File: config.mk
export PLATFORM = sky130hd
export DESIGN_NAME = fp8_dot_seq
export DESIGN_NICKNAME = d
export VERILOG_FILES = /design/src/rtl/fp8_dot_seq.sv
export SDC_FILE = /design/constraint.sdc
export NUM_CORES = 1
export LEC_CHECK = 0
export BUFFER_PORTS_ARGS = -buffer_cell sky130_fd_sc_hd__buf_2
export CORE_MARGIN = 5
export CORE_UTILIZATION = 53
export CTS_CLUSTER_DIAMETER = 30
export DETAILED_ROUTE_END_ITERATION = 7
export GPL_TIMING_DRIVEN = 0
export PLACE_DENSITY = 0.84
export SETUP_SLACK_MARGIN = 0.1
export SLEW_MARGIN = 20
export SYNTH_ARGS = -nofsm -noshare
export SYNTH_HDL_FRONTEND = slang
export SYNTH_SLANG_ARGS = --single-unit
export TNS_END_PERCENT = 10
File: constraint.sdc
create_clock -name clkn -period 2.9 [get_ports clkn]
set_input_delay 0.145 -clock clkn [delete_from_list [all_inputs] [get_ports clkn]]
set_output_delay 0.145 -clock clkn [all_outputs]
set_load 0.01 [all_outputs]
File: src/rtl/fp8_dot_seq.sv
// Dot-product sequencer: folds N_TERMS fp8 terms into one sum through a shared external adder.
// Optional build macro FP8_ACC_OVF_EN adds a sticky exponent-saturation flag that bypasses further adds.
module fp8_dot_seq #(
    parameter int N_TERMS = 3,
    parameter int CNT_W   = 4
) (
    input  logic             clkn,
    input  logic             rst_n,
    input  logic             in_valid,
    output logic             in_ready,
    input  logic [7:0]       in_data,
    output logic [7:0]       add_a,
    output logic [7:0]       add_b,
    input  logic [7:0]       add_sum,
    output logic             out_valid,
    input  logic             out_ready,
    output logic [7:0]       out_data,
    output logic             busy,
`ifdef FP8_ACC_OVF_EN
    output logic             ovf,
`endif
    output logic [2:0]       dbg_state
);

    // Handshakes (in_* and out_*): a transfer happens on a rising clkn edge where
    // valid and ready are both 1; ready never depends combinationally on valid.

    typedef enum logic [2:0] {
        S_IDLE = 3'd0,
        S_ACC  = 3'd1,
        S_OP1  = 3'd2,
        S_OP2  = 3'd3,
        S_DONE = 3'd4
    } state_t;

    localparam logic [CNT_W-1:0] N_LAST = CNT_W'(N_TERMS);

    state_t           state;
    logic [7:0]       acc;
    logic [CNT_W-1:0] cnt;
    logic [CNT_W-1:0] cnt_inc;

    assign cnt_inc   = cnt + 1'b1;
    assign in_ready  = (state == S_IDLE) || (state == S_ACC);
    assign out_valid = (state == S_DONE);
    assign out_data  = acc;
    assign busy      = (state != S_IDLE);
    assign dbg_state = state;

`ifdef FP8_ACC_OVF_EN
    function automatic logic exp_sat(input logic [7:0] v);
        return v[6:4] == 3'b111;
    endfunction
`endif

    always_ff @(posedge clkn or negedge rst_n) begin
        if (!rst_n) begin
            state <= S_IDLE;
            acc   <= 8'h00;
            cnt   <= '0;
            add_a <= 8'h00;
            add_b <= 8'h00;
`ifdef FP8_ACC_OVF_EN
            ovf   <= 1'b0;
`endif
        end else begin
            case (state)
                S_IDLE: begin
                    if (in_valid) begin
                        acc   <= in_data;
                        cnt   <= CNT_W'(1);
`ifdef FP8_ACC_OVF_EN
                        ovf   <= exp_sat(in_data);
`endif
                        state <= (N_TERMS == 1) ? S_DONE : S_ACC;
                    end
                end
                S_ACC: begin
                    if (in_valid) begin
`ifdef FP8_ACC_OVF_EN
                        // Once saturated the sum is meaningless; just count the terms through.
                        if (ovf) begin
                            cnt   <= cnt_inc;
                            state <= (cnt_inc == N_LAST) ? S_DONE : S_ACC;
                        end else begin
                            add_a <= acc;
                            add_b <= in_data;
                            if (exp_sat(in_data)) ovf <= 1'b1;
                            state <= S_OP1;
                        end
`else
                        add_a <= acc;
                        add_b <= in_data;
                        state <= S_OP1;
`endif
                    end
                end
                S_OP1: begin
                    state <= S_OP2;
                end
                S_OP2: begin
                    acc   <= add_sum;
                    cnt   <= cnt_inc;
`ifdef FP8_ACC_OVF_EN
                    if (exp_sat(add_sum)) ovf <= 1'b1;
`endif
                    state <= (cnt_inc == N_LAST) ? S_DONE : S_ACC;
                end
                S_DONE: begin
                    if (out_ready) begin
                        cnt   <= '0;
                        state <= S_IDLE;
                    end
                end
                default: begin
                    state <= S_IDLE;
                end
            endcase
        end
    end

endmodule
# Yosys cells after proc, flatten, opt, wreduce, memory -nomap -nowiden
# Cells that the tools add are included.
[word_totals] romBits=0 input_bits=20 ramBits=0 latch_bits=0 word_cells=33 output_inout_bits=30 register_bits=31 memories=0
[op_classes] shifts=0 n_eq_ne=8 n_mul=0 mux=10 div=0 reduce_logical=9 n_lt_le_gt_ge=0 add_sub_neg=1 bitwise_logic=0
[ops] cell="8-bit case mux with 2 select lines" count=1
[ops] cell="3-bit case mux with 5 select lines" count=1
[ops] cell="3-bit two-way mux" count=4
[ops] cell="4-bit case mux with 3 select lines" count=1
[ops] cell="4-bit two-way mux" count=2
[ops] cell="8-bit two-way mux" count=1
[ops] cell="3-bit by 2-bit equality test with 1-bit output, second input constant" count=2
[ops] cell="3-bit AND reduction" count=2
[ops] cell="3-bit nonzero test" count=2
[ops] cell="4-bit by 1-bit adder with 4-bit output, second input constant" count=1
[ops] cell="4-bit by 2-bit equality test with 1-bit output, second input constant" count=1
[ops] cell="2-bit inequality test, second input constant" count=2
[ops] cell="2-bit AND reduction" count=2
[ops] cell="3-bit by 1-bit equality test with 1-bit output, second input constant" count=1
[ops] cell="3-bit equality test, second input constant" count=1
[ops] cell="3-bit zero test" count=1
[ops] cell="2-bit by 1-bit inequality test with 1-bit output, second input constant" count=1
[ops] cell="2-bit nonzero test" count=1
[ops] cell="1-bit logical OR" count=1

# Depth between registers and ports, before layout
# Gate-level depths: netlist of run 1.
[depth] ltp_word=4 ltp_mapped=7 mapped_depth_nobuf=6

# Worst setup path before layout of run 1
# Ideal clock, no wire load.
[synth_timing] path_type="register to register" from="reg state[2], in the netlist dbg_state[2]" to="reg add_b[0]" setup_time_ps=125 setup_slack_ps=1344 synth_period_minus_slack_ps=1556 required_ps=2775 path_buffers=3 path_stages_with_launch=6 arrival_ps=1431 cell_sequence="dfrtp_1 > buf_4 > and4bb_2 > buf_6 > buf_6 > mux2_2"
[synth_between] elab_chain_cells=2
[synth_rtl] item="start: declaration" line="38" rtl="state_t state;"
[synth_rtl] item="start signal: assignment" line="75" rtl="state <= (N_TERMS == 1) ? S_DONE : S_ACC;"
[synth_rtl] item="start signal: assignment" line="107" rtl="state <= (cnt_inc == N_LAST) ? S_DONE : S_ACC;"
[synth_rtl] item="3-bit by 1-bit equality test with 1-bit output" line="67" rtl="case (state)"
[synth_rtl] item="2-bit AND reduction (no source line)"
[synth_rtl] item="end signal: assignment" line="93" rtl="add_b <= in_data;"
[synth_rtl] item="end: declaration" line="13" rtl="output logic [7:0] add_b,"
# Every way passes these cells.
# A chain may end at the register's enable or synchronous reset.

# Worst setup path after layout of run 1
[layout_timing] from="reg state[2], in the netlist dbg_state[2]" to="reg add_b[7]"
# The elaborated chain is that of the path after synthesis.

==> results of run 1 <==
==> metrics by stage <==
stage	power [W]	setup slack [ns]
after floorplan	0.001464	1.344
after global placement	0.001761	1.300
after detailed placement	0.001815	1.261
after CTS	0.002057	1.251
after global routing	0.002213	1.182
final	0.002034	1.261
==> layout by cell type, fill, tap and decap left out, types with 2 or more instances in the layout <==
master | netlist | final
a21oi_1 | 5 | 5
clkbuf_4 | 0 | 5
a21oi_2 | 4 | 4
mux2i_1 | 8 | 8
clkbuf_1 | 0 | 2
buf_6 | 5 | 5
mux2_2 | 16 | 16
nand2b_1 | 2 | 2
nor2_1 | 13 | 13
dfrtp_1 | 31 | 31
buf_2 | 2 | 51
ha_1 | 2 | 2
nand3b_1 | 3 | 3
o21ai_0 | 4 | 4
inv_1 | 2 | 2
nand2_1 | 6 | 6
or3_1 | 2 | 2
==> final cells by class <==
class / count / area [sq um]
Buffer: 8 / 73.82
Clock buffer: 7 / 45.04
Clock inverter: 1 / 5.005
Fill cell: 208 / 883.3
Inverter: 2 / 7.507
Multi-Input combinational cell: 80 / 625.6
Sequential cell: 31 / 775.7
Tap cell: 31 / 38.79
Timing Repair Buffer: 50 / 255.2
==> worst min-delay path by stage <==
stage	start	endpoint	slack, ns	depth (start not counted)
after floorplan	rst_n	add_a[0]	-0.15	0
after global placement	rst_n	add_a[1]	0.22	1
after detailed placement	rst_n	dbg_state[0]	0.22	1
after CTS	out_ready	dbg_state[2]	0.03	2
after global routing	out_ready	dbg_state[2]	0.03	2
final	out_ready	dbg_state[2]	0.04	2
==> flip-flops by register name, summed over array words and instances (netlist names) <==
signal and cells:
out_data 8, cnt 4, dbg_state 3, add_a 8, add_b 8
==> worst register-to-register path: cells and delay by family, from the launching register on <==
family / cells / cell delay (ns)
buf+inv: 3 / 0.47
mux: 1 / 0.34
simple gates: 1 / 0.34
flops: 1 / 0.38
==> power groups by stage <==
| stage | registers (W) | logic, W | clock network [W] |
|---|---|---|---|
| floorplan | 0.000865 | 0.000599 | 0 |
| finish | 0.000784 | 0.00101 | 0.000237 |
| global route | 0.000821 | 0.00112 | 0.000267 |
| detailed placement | 0.000790 | 0.00103 | 0 |
| global placement | 0.000772 | 0.000989 | 0 |
| CTS | 0.000785 | 0.00103 | 0.000243 |
==> cells by family after synthesis <==
group / count (synthesis) / share of synthesized area (%)
AND/OR/NAND/NOR: 33 / 12.32
flip-flops: 31 / 52.32
multiplexers: 25 / 18.31
AO/OA/AOI/OAI: 19 / 9.283
buffers and inverters: 10 / 5.485
adder cells (fa/ha/maj): 2 / 1.687
XOR/XNOR: 1 / 0.5908
==> per-layer routing <==
metal,global-route usage (%),vias to the layer above,wire [um],share of wire [%]
met5,0,-,0,0
met2,30.38,36,1550,49
li1,-,541,-,-
met3,7.554,6,233,7.4
met1,21.08,530,1297,41
met4,5.570,0,53,1.7
==> summary.md, run 1 <==
| Metric | Value |
|---|---|
| Synth area leader | dfrtp_1 |
| Crit-path cells | buf_4 > and4bb_2 > buf_6 > buf_6 > mux2_2 |
| Vias | 1113 |
| Vias per cell | 5.300 |
| WS Path Type | register to register |
| Std cell rows | 19 |
| DP Cell Count | 201 |
| Design Area, Final | 0.001827 sq mm |
| Die X | 62.89 um |
| Most common cell in the synthesized netlist | dfrtp_1 |
| Post-synth ARST share | 100.0% |
| ANT cells | 0 |
| Layout cells sized above 1 | 49.72% |
| Synthesis Warnings | 0 |
| Slowest-stage cell, CP | dfrtp_1 |
| CTS tree | done |
| Synthesized netlist cell count | 121 |
| Reg2reg end | add_b[7] |
| Core Area | 0.002710 sq mm |
| Finished Core Util | 67.41% |
| P_sw | 0.0007932 W |
| Max VDD drop | 0.8009 mV |
| Die area | 0.003955 sq mm |
| I/O Pins | 50 |
| Flop pwr share | 38.5% |
| End of the critical path | add_b[7] |
| Crit. path cell count | 5 |
| Worst hold slack | 0.04319 ns |
| Buffers added on ports | 49 |
| Yosys cell types | 31 |
| Final HPWL DP | 2.369 mm |
| Combinational share of power | 49.8% |
| Switching Fraction | 39.01% |
| Number of synthesized register bits | 31 |
| Starting DRC count in detailed routing | 59 |
| Root buffer cell | clkbuf_4 |
| Int Power | 0.001240 W |
| Final Cycle Share | 56.53% |
| Power Dens Cells | 1113 mW/mm^2 |
| Worst Clk Skew | 0.009269 ns |
| Hold Crit Class | primary input to register |
| Post-DP Area | 0.001767 sq mm |
| Clk_lat worst skew | 0.33 ns |
| CP endpoint kind | register |
| CP Max Fanout | 10 |
| Mapped Nets | 143 |
| Mapped Area | 0.001483 sq mm |
| Post-detailed-route count of antenna-violating nets | 0 |
| Drt drc | 0 |
| Max Fclk | 610.0 MHz |
| Wire per inst | 14.92 um |
| Yosys top cell area share | 52.32% |
| Top cells by count, synth | 31 x dfrtp_1, 16 x mux2_2, 13 x nor2_1 |
| Syn avg cell area | 12.25 sq um |
| RSZ-0062 raised after global routing | no |
| Synth Flop Type | dfrtp_1 |
| Reg-to-reg slack, setup | 1.26 ns |
| Clk pwr share | 11.7% |
| Buf/Inv on CP | 3 |
| Final min period | 1.639 ns |
| Cts repair resizes | 0 |
| Clock Tree Buf Depth | 2 |
| Post-synthesis sequential area ratio | 52.32% |
| Layout area overhead | 23.21% |
| Vias in the first global route | 1204 |
| FF-to-FF path depth | 5 |
| Area contributors post-synth | dfrtp_1 52%, mux2_2 12%, mux2i_1 5.4% |
| Max_slew headroom | 55.36% |
| Crit-path leading delay family | buffers and inverters |
| Crit path launch type | register |
| Final Wtd Congestion | 0.8371 |
| Post-CTS Setup Bufs | 0 |
| Post-route insts no fill | 210 |
| Initial antenna violation count | 0 |
| Critical path startpoint | dbg_state[2] |
| CTS buffer count | 5 |
| Critical path data required time | 3.12 ns |
| EDFF count, synth | 0 |
| Worst path most repeated cell | buf_6 |
| First-pass GRT wire length | 5.664 mm |
| Initial core utilization | 54.71% |
| Number of H-tree branching levels | 2 |
| P_leak | 0.8800 nW |
| CP Data Arrival Time | 1.86 ns |
| Worst reg2reg path startpoint | dbg_state[2] |
| Final hold violations | 0 |
| GRT Total Usage | 18.21% |
| DR pass1 iterations | 4 |
| Maxcap violations | 0 |
| Clk sinks | 31 |
| Grt ovf | 0 |
| Slew Viols, Final | 0 |
| Outcome | completed |
| Die height | 62.89 um |
| CTS Hold Bufs | 1 |
| Total wire length | 3.134 mm |
| Final nets | 200 |
| Clk slew on worst S/H paths | 0.09 ns |
| Largest net degree at the start of global routing | 32 |
| Fin Setup TNS | 0 ns |
| Finish-stage setup viols | 0 |
| Worst-Margin Slew | 0.6696 ns |
| Critical Path Max Stage Delay | 0.38 ns |
Note: power is estimated with default switching activity, not from simulation.
==> run 2: changes to the inputs <==
Settings changed: ABC_AREA set to 1, CORE_UTILIZATION 53 to 45, PLACE_DENSITY 0.84 to 0.75.
Clock period 2.9 ns to 1.5 ns, I/O delays scaled along.
==> run 2 against run 1 <==
  * Count of clock-buffer cells in the layout grew 1
  * Global-route usage down 0.83 points
  * Final area increased by 12%
  * Via count up 25%
  * Worst hold slack got worse by 0.028 ns
  * Cell count is 38% higher
  * Synthesized cell count up 40%
  * Critical endpoint is now in_ready
  * Highest routed layer unchanged
==> summary.md, run 2 <==
| Metric | Value |
|---|---|
| Clk slew on worst S/H paths | 0.09 ns |
| Final worst slack | 0.1633 ns |
| Max Fclk | 748.1 MHz |
| Final Cycle Share | 89.11% |
| Outcome | completed |
| Vias | 1388 |
| Power Dens Cells | 2027 mW/mm^2 |
| Post-synthesis xor/xnor area fraction | 0% |
| Syn avg cell area | 8.847 sq um |
| Starting DRC count in detailed routing | 79 |
| Final min period | 1.337 ns |
| Most frequent cells in the layout | 58 x nand2_1, 50 x buf_2, 28 x dfrtp_1, 16 x inv_1, 15 x nand3_1 |
| CP Max Fanout | 5 |
| Critical path data required time | 1.42 ns |
| Number of synthesized register bits | 31 |
| Std cell rows | 21 |
| Main combinational cell family by area after synthesis | simple AND/OR/NAND/NOR gates |
| CP Data Arrival Time | 1.26 ns |
| Final hold violations | 0 |
| Worst-Margin Slew | 0.6857 ns |
| Final HPWL DP | 2.576 mm |
| First-pass GRT wire length | 5.844 mm |
| Yosys cell types | 29 |
| Fillers | 293 |
| Drt drc | 0 |
| GRT Total Usage | 17.38% |
| CP endpoint kind | output pin |
| Grt ovf | 0 |
| Initial antenna violation count | 0 |
| Post-synthesis sequential area ratio | 51.58% |
| Crit-path cells | inv_2 > nor2_4 > nand2_2 > nand2_1 > buf_2 |
| Most common cell after layout, fill and taps aside | nand2_1 |
| Synthesis Warnings | 0 |
| Total wire length | 3.649 mm |
| CTS tree | done |
| Top cells by count, synth | 58 x nand2_1, 31 x dfrtp_1, 16 x inv_1 |
| Layout area overhead | 36.11% |
| Number of H-tree branching levels | 2 |
| Layout cells sized above 1 | 38.68% |
| Synth area leader | dfrtp_1 |
| Synth Area in Simple Gates | 25.71% |
| Fin Setup TNS | 0 ns |
| Max VDD drop | 1.007 mV |
| Multi-input logic area | 613.1 sq um |
| Critical Path Max Stage Delay | 0.46 ns |
| RSZ-0062 raised after global routing | yes |
| Clock Tree Buf Depth | 2 |
| Die X | 67.81 um |
| Synth Area in Compound Gates | 12.48% |
| WS Path Type | register to output pin |
| Crit path launch type | register |
| Hold Crit Class | primary input to register |
| I/O Pins | 50 |
| Synth Flop Type | dfrtp_1 |
| Die area | 0.004598 sq mm |
| P_leak | 1.101 nW |
| Post-synth ARST share | 100.0% |
| Final nets | 264 |
| Worst Clk Skew | 0.01222 ns |
| Vias per cell | 4.803 |
| Slew Viols, Final | 0 |
| Multiplexer share of the synthesized area | 0% |
| Vias in the first global route | 1349 |
| EDFF count, synth | 0 |
| Mapped Nets | 192 |
| CTS buffer count | 5 |
| Area contributors post-synth | dfrtp_1 52%, nand2_1 14%, nand3_1 5.0% |
| ANT cells | 0 |
| Maxcap violations | 0 |
| Fraction of the mapped netlist area in adder cells | 1.664% |
| Core Area | 0.003284 sq mm |
| Total Power | 0.004149 W |
| Max_slew headroom | 54.28% |
| Seq. cell area | 779.5 sq um |
| Finish-stage setup viols | 0 |
| Initial core utilization | 45.79% |
| DR pass1 iterations | 4 |
| Buffers added on ports | 49 |
| Largest net degree at the start of global routing | 32 |
| Root buffer cell | clkbuf_4 |
| Clk_lat worst skew | 0.33 ns |
| Place WS | 0.1888 ns |
| Post-detailed-route count of antenna-violating nets | 0 |
| Die height | 67.81 um |
| Wire per inst | 12.63 um |
| Yosys top cell area share | 51.58% |
| Mapped Area | 0.001504 sq mm |
| Most common cell in the synthesized netlist | nand2_1 |
| Clk sinks | 31 |
| Synthesized netlist cell count | 170 |
| Final Wtd Congestion | 0.8035 |
| Slowest-stage cell, CP | dfrtp_2 |
[run 2: cell types whose count changed after synthesis, moves of 8 or more]
cell,delta
inv_1,+14
mux2_2,-16
mux2i_1,-8
nand2_1,+52
nand3_1,+14
nor2_1,-9
o21ai_2,+8
[run 2: report_power, final]
part | internal (W) | switching [W]
sequential | 0.00122 | 0.000278
combinational | 0.000867 | 0.00122
clock | 0.000276 | 0.000281
[run 2: final cells by class]
class | instances | share of cell area (%)
tap | 46 | 2.812
multi-input combinational | 112 | 29.95
timing repair buffer | 65 | 19.32
buffer | 6 | 2.445
inverter | 21 | 4.034
clock buffer | 8 | 3.362
sequential | 31 | 38.08
[run 2: layer usage]
metal / track usage (%) / part of all wire, %
met2: 27.70 / 47
met3: 5.911 / 7.1
met5: 0 / 0
met1: 22.18 / 44
met4: 5.707 / 1.4
[run 2: logic make-up (layout without fill, tap and decap cells)]
group / after synthesis / after routing
AOI/OAI and AO/OA: 24 / 24
adders and majority gates: 2 / 2
buffers and inverters: 27 / 100
and+or+nand+nor: 86 / 86
DFF: 31 / 31
[run 2: path summary, 6_finish.rpt]
| check | startpoint | end | slack, ns | cells past startpoint |
|---|---|---|---|---|
| worst max-delay path | dbg_state[0] | in_ready | 0.16 | 5 |
| worst min-delay path | in_data[5] | add_b[5] | 0.02 | 3 |
| worst max register to register | dbg_state[0] | add_a[7] | 0.21 | 8 |
| worst min register to register | add_a[0] | add_a[0] | 0.47 | 2 |
| max in group asynchronous | rst_n | dbg_state[2] | 0.71 | 2 |
| min in group asynchronous | rst_n | out_data[5] | 0.31 | 2 |
[run 2: timing repair]
item / in CTS / in global routing
hold buffers: 11 / 1
resized for setup: 1 / 6
setup buffers: 0 / 4
endpoints found under the setup margin: 2 / 7
hold endpoints to repair: 41 / 1
[run 2: worst max-delay path, delay by kind of cell, from the launching register on]
| family | cells | cell delay [ns] |
|---|---|---|
| buf+inv | 2 | 0.19 |
| simple gates | 3 | 0.28 |
| flops | 1 | 0.46 |
[run 2: metrics by stage]
step,instance area (sq um),util [%],cells,hold slack (ns)
global route,2047,62.32,289,0.005191
finish,2047,62.32,289,0.01554
detailed placement,1807,55.01,265,0.1563
CTS,1988,60.53,284,0.003946
global placement,1807,55.01,265,0.1601
floorplan,1504,-,170,-0.2206
==> run 3: changes to the inputs <==
==> constraint.sdc (replaced) <==
create_clock -name clkn -period 1.5 [get_ports clkn]
set_input_delay 0.15 -clock clkn [delete_from_list [all_inputs] [get_ports clkn]]
set_output_delay 0.15 -clock clkn [all_outputs]
set_load 0.01 [all_outputs]
==> run 3 against run 2 <==
  * Global-route usage down 0.30 points
  * Register-to-register slack worse by 0.03 ns
  * Flip-flop and latch count unchanged
  * Final area is 5.1% lower
  * Largest power group unchanged
==> summary.md, run 3 (synthesis results as in run 2) <==
| Metric | Value |
|---|---|
| Outcome | completed |
| Final nets | 253 |
| CTS buffer count | 5 |
| Max Fclk | 709.4 MHz |
| Crit-path leading delay family | flip-flops |
| Fillers | 298 |
| Grt ovf | 0 |
| I/O Pins | 50 |
| Maxcap violations | 0 |
| Core Area | 0.003284 sq mm |
| Final Wtd Congestion | 0.8035 |
| Final hold violations | 0 |
| Drt drc | 0 |
| Finished Core Util | 59.12% |
| P_leak | 1.059 nW |
| Clk slew on worst S/H paths | 0.09 ns |
| Power Dens Cells | 2145 mW/mm^2 |
| Buf/Inv on CP | 2 |
| GR Util met3 | 5.419% |
| Worst-Margin Slew | 0.6811 ns |
| DR pass1 iterations | 4 |
| Final min period | 1.410 ns |
| Finish-stage setup viols | 0 |
| Reg-to-reg slack, setup | 0.18 ns |
| Vias | 1352 |
| Wire per inst | 12.68 um |
| WS Path Type | register to output pin |
| Slew Viols, Final | 0 |
| Clk sinks | 31 |
| Largest net degree at the start of global routing | 32 |
| Layout area overhead | 29.12% |
| Hold Crit Class | primary input to register |
| Die X | 67.81 um |
| Final HPWL DP | 2.576 mm |
| Max VDD drop | 1.008 mV |
| Worst hold path depth | 3 |
| Clk_lat worst skew | 0.34 ns |
| DP Cell Count | 265 |
| CP Max Fanout | 5 |
| Worst reg2reg path startpoint | dbg_state[1] |
| Layout cells sized above 1 | 40.52% |
| Busiest metal layer after global routing | met2 |
| First-pass GRT wire length | 5.747 mm |
| Number of H-tree branching levels | 2 |
| Crit-path cells | inv_2 > nor2_4 > nand2_2 > nand2_2 > buf_6 |
| CP endpoint kind | output pin |
| Starting DRC count in detailed routing | 74 |
| Min-delay src | add_sum[4] |
| Met2 usage | 27.10% |
| Most common cell after layout, fill and taps aside | nand2_1 |
| Std cell rows | 21 |
| Post-route insts no fill | 278 |
| Reg2reg end | cnt[0] |
| Critical path data required time | 1.35 ns |
| CP Data Arrival Time | 1.26 ns |
| Final Cycle Share | 93.98% |
| Slowest-stage cell, CP | dfrtp_2 |
| Buffers added on ports | 49 |
| ANT cells | 0 |
| CTS tree | done |
| Fin Setup TNS | 0 ns |
| Initial antenna violation count | 0 |
| Die height | 67.81 um |
| Crit path launch type | register |
| Critical Path Max Stage Delay | 0.46 ns |
| Worst path most repeated cell | nand2_2 |
| Vias in the first global route | 1295 |
| Worst Clk Skew | 0.01351 ns |
| Clock Tree Buf Depth | 2 |
| Vias per cell | 4.863 |
| Most frequent cells in the layout | 57 x nand2_1, 49 x buf_2, 28 x dfrtp_1, 16 x inv_1, 15 x nand3_1 |
| GRT Total Usage | 17.09% |
| Initial core utilization | 45.79% |
| Total wire length | 3.524 mm |
| Post-detailed-route count of antenna-violating nets | 0 |
| Die area | 0.004598 sq mm |
| Hold Crit Endpoint | out_data[4] |
| FF-to-FF path depth | 6 |
| Root buffer cell | clkbuf_4 |
| Max_slew headroom | 54.60% |
| Met1 Use GR | 22.25% |
| RSZ-0062 raised after global routing | yes |
run 3: changes by cell type in the layout (fill, tap and decap cells not counted), sizes merged:
cell | before | now
clkinvlp | 1 | 0
dlygate4sd3 | 12 | 1
clkinv | 0 | 1
run 3: metal layers:
layer | up-vias | share of wire [%] | wire (um)
li1 | 664 | - | -
met1 | 636 | 45 | 1593
met2 | 47 | 45 | 1592
met3 | 5 | 8.3 | 292
met4 | 0 | 1.3 | 46
met5 | - | 0 | 0
run 3: worst register-to-register path, cell delays in order (launching register included):
cell	delay, ns
dfrtp_2	0.48
buf_4	0.17
nand2_4	0.13
clkinv_1	0.20
a21oi_1	0.17
nand2_1	0.07
o21ai_2	0.05
run 3: worst max-delay path by stage:
stage                 startpoint  endpoint  slack [ns]  depth (start not counted)
finish              dbg_state[0]  in_ready        0.09                          5
floorplan           dbg_state[2]    cnt[0]        0.21                          7
CTS                 dbg_state[0]  in_ready        0.09                          5
detailed placement  dbg_state[2]    cnt[0]        0.19                          7
global placement    dbg_state[2]    cnt[0]        0.22                          7
global route        dbg_state[0]  in_ready        0.03                          5
run 3: per-stage QoR:
stage / worst slack (ns) / instance area (sq um) / total power [W] / hold slack [ns]
floorplan: 0.2117 / 1504 / 0.002798 / -0.1456
global placement: 0.2165 / 1807 / 0.003412 / 0.2351
detailed placement: 0.1888 / 1807 / 0.003483 / 0.2313
CTS: 0.09124 / 1926 / 0.004141 / 0.03030
global route: 0.02641 / 1942 / 0.004537 / 0.04218
finish: 0.09036 / 1942 / 0.004164 / 0.04455
run 3: where the power goes:
part           internal (W)  leakage, nW  switching [W]
combinational      0.000881        0.640        0.00122
sequential          0.00122        0.381       0.000281
clock              0.000276       0.0386       0.000283
total               0.00238         1.06        0.00178
run 3: repair_timing:
action | in CTS | in global routing
setup endpoints to repair | 3 | 5
gates resized for setup | 6 | 2
endpoints found under the hold margin | 31 | 0
pin swaps | 0 | 3
buffers inserted | 3 | 1
hold buffers | 1 | 0
run 3: layout make-up:
type	count	area (sq um)	share of cell area [%]
plain buffers	6	50.05	2.577
clock buffers	8	68.82	3.544
repair buffers	54	291.5	15.01
multi-input cells	112	615.6	31.70
inverters	21	78.83	4.059
flip-flops and latches	31	779.5	40.14
well taps	46	57.56	2.964
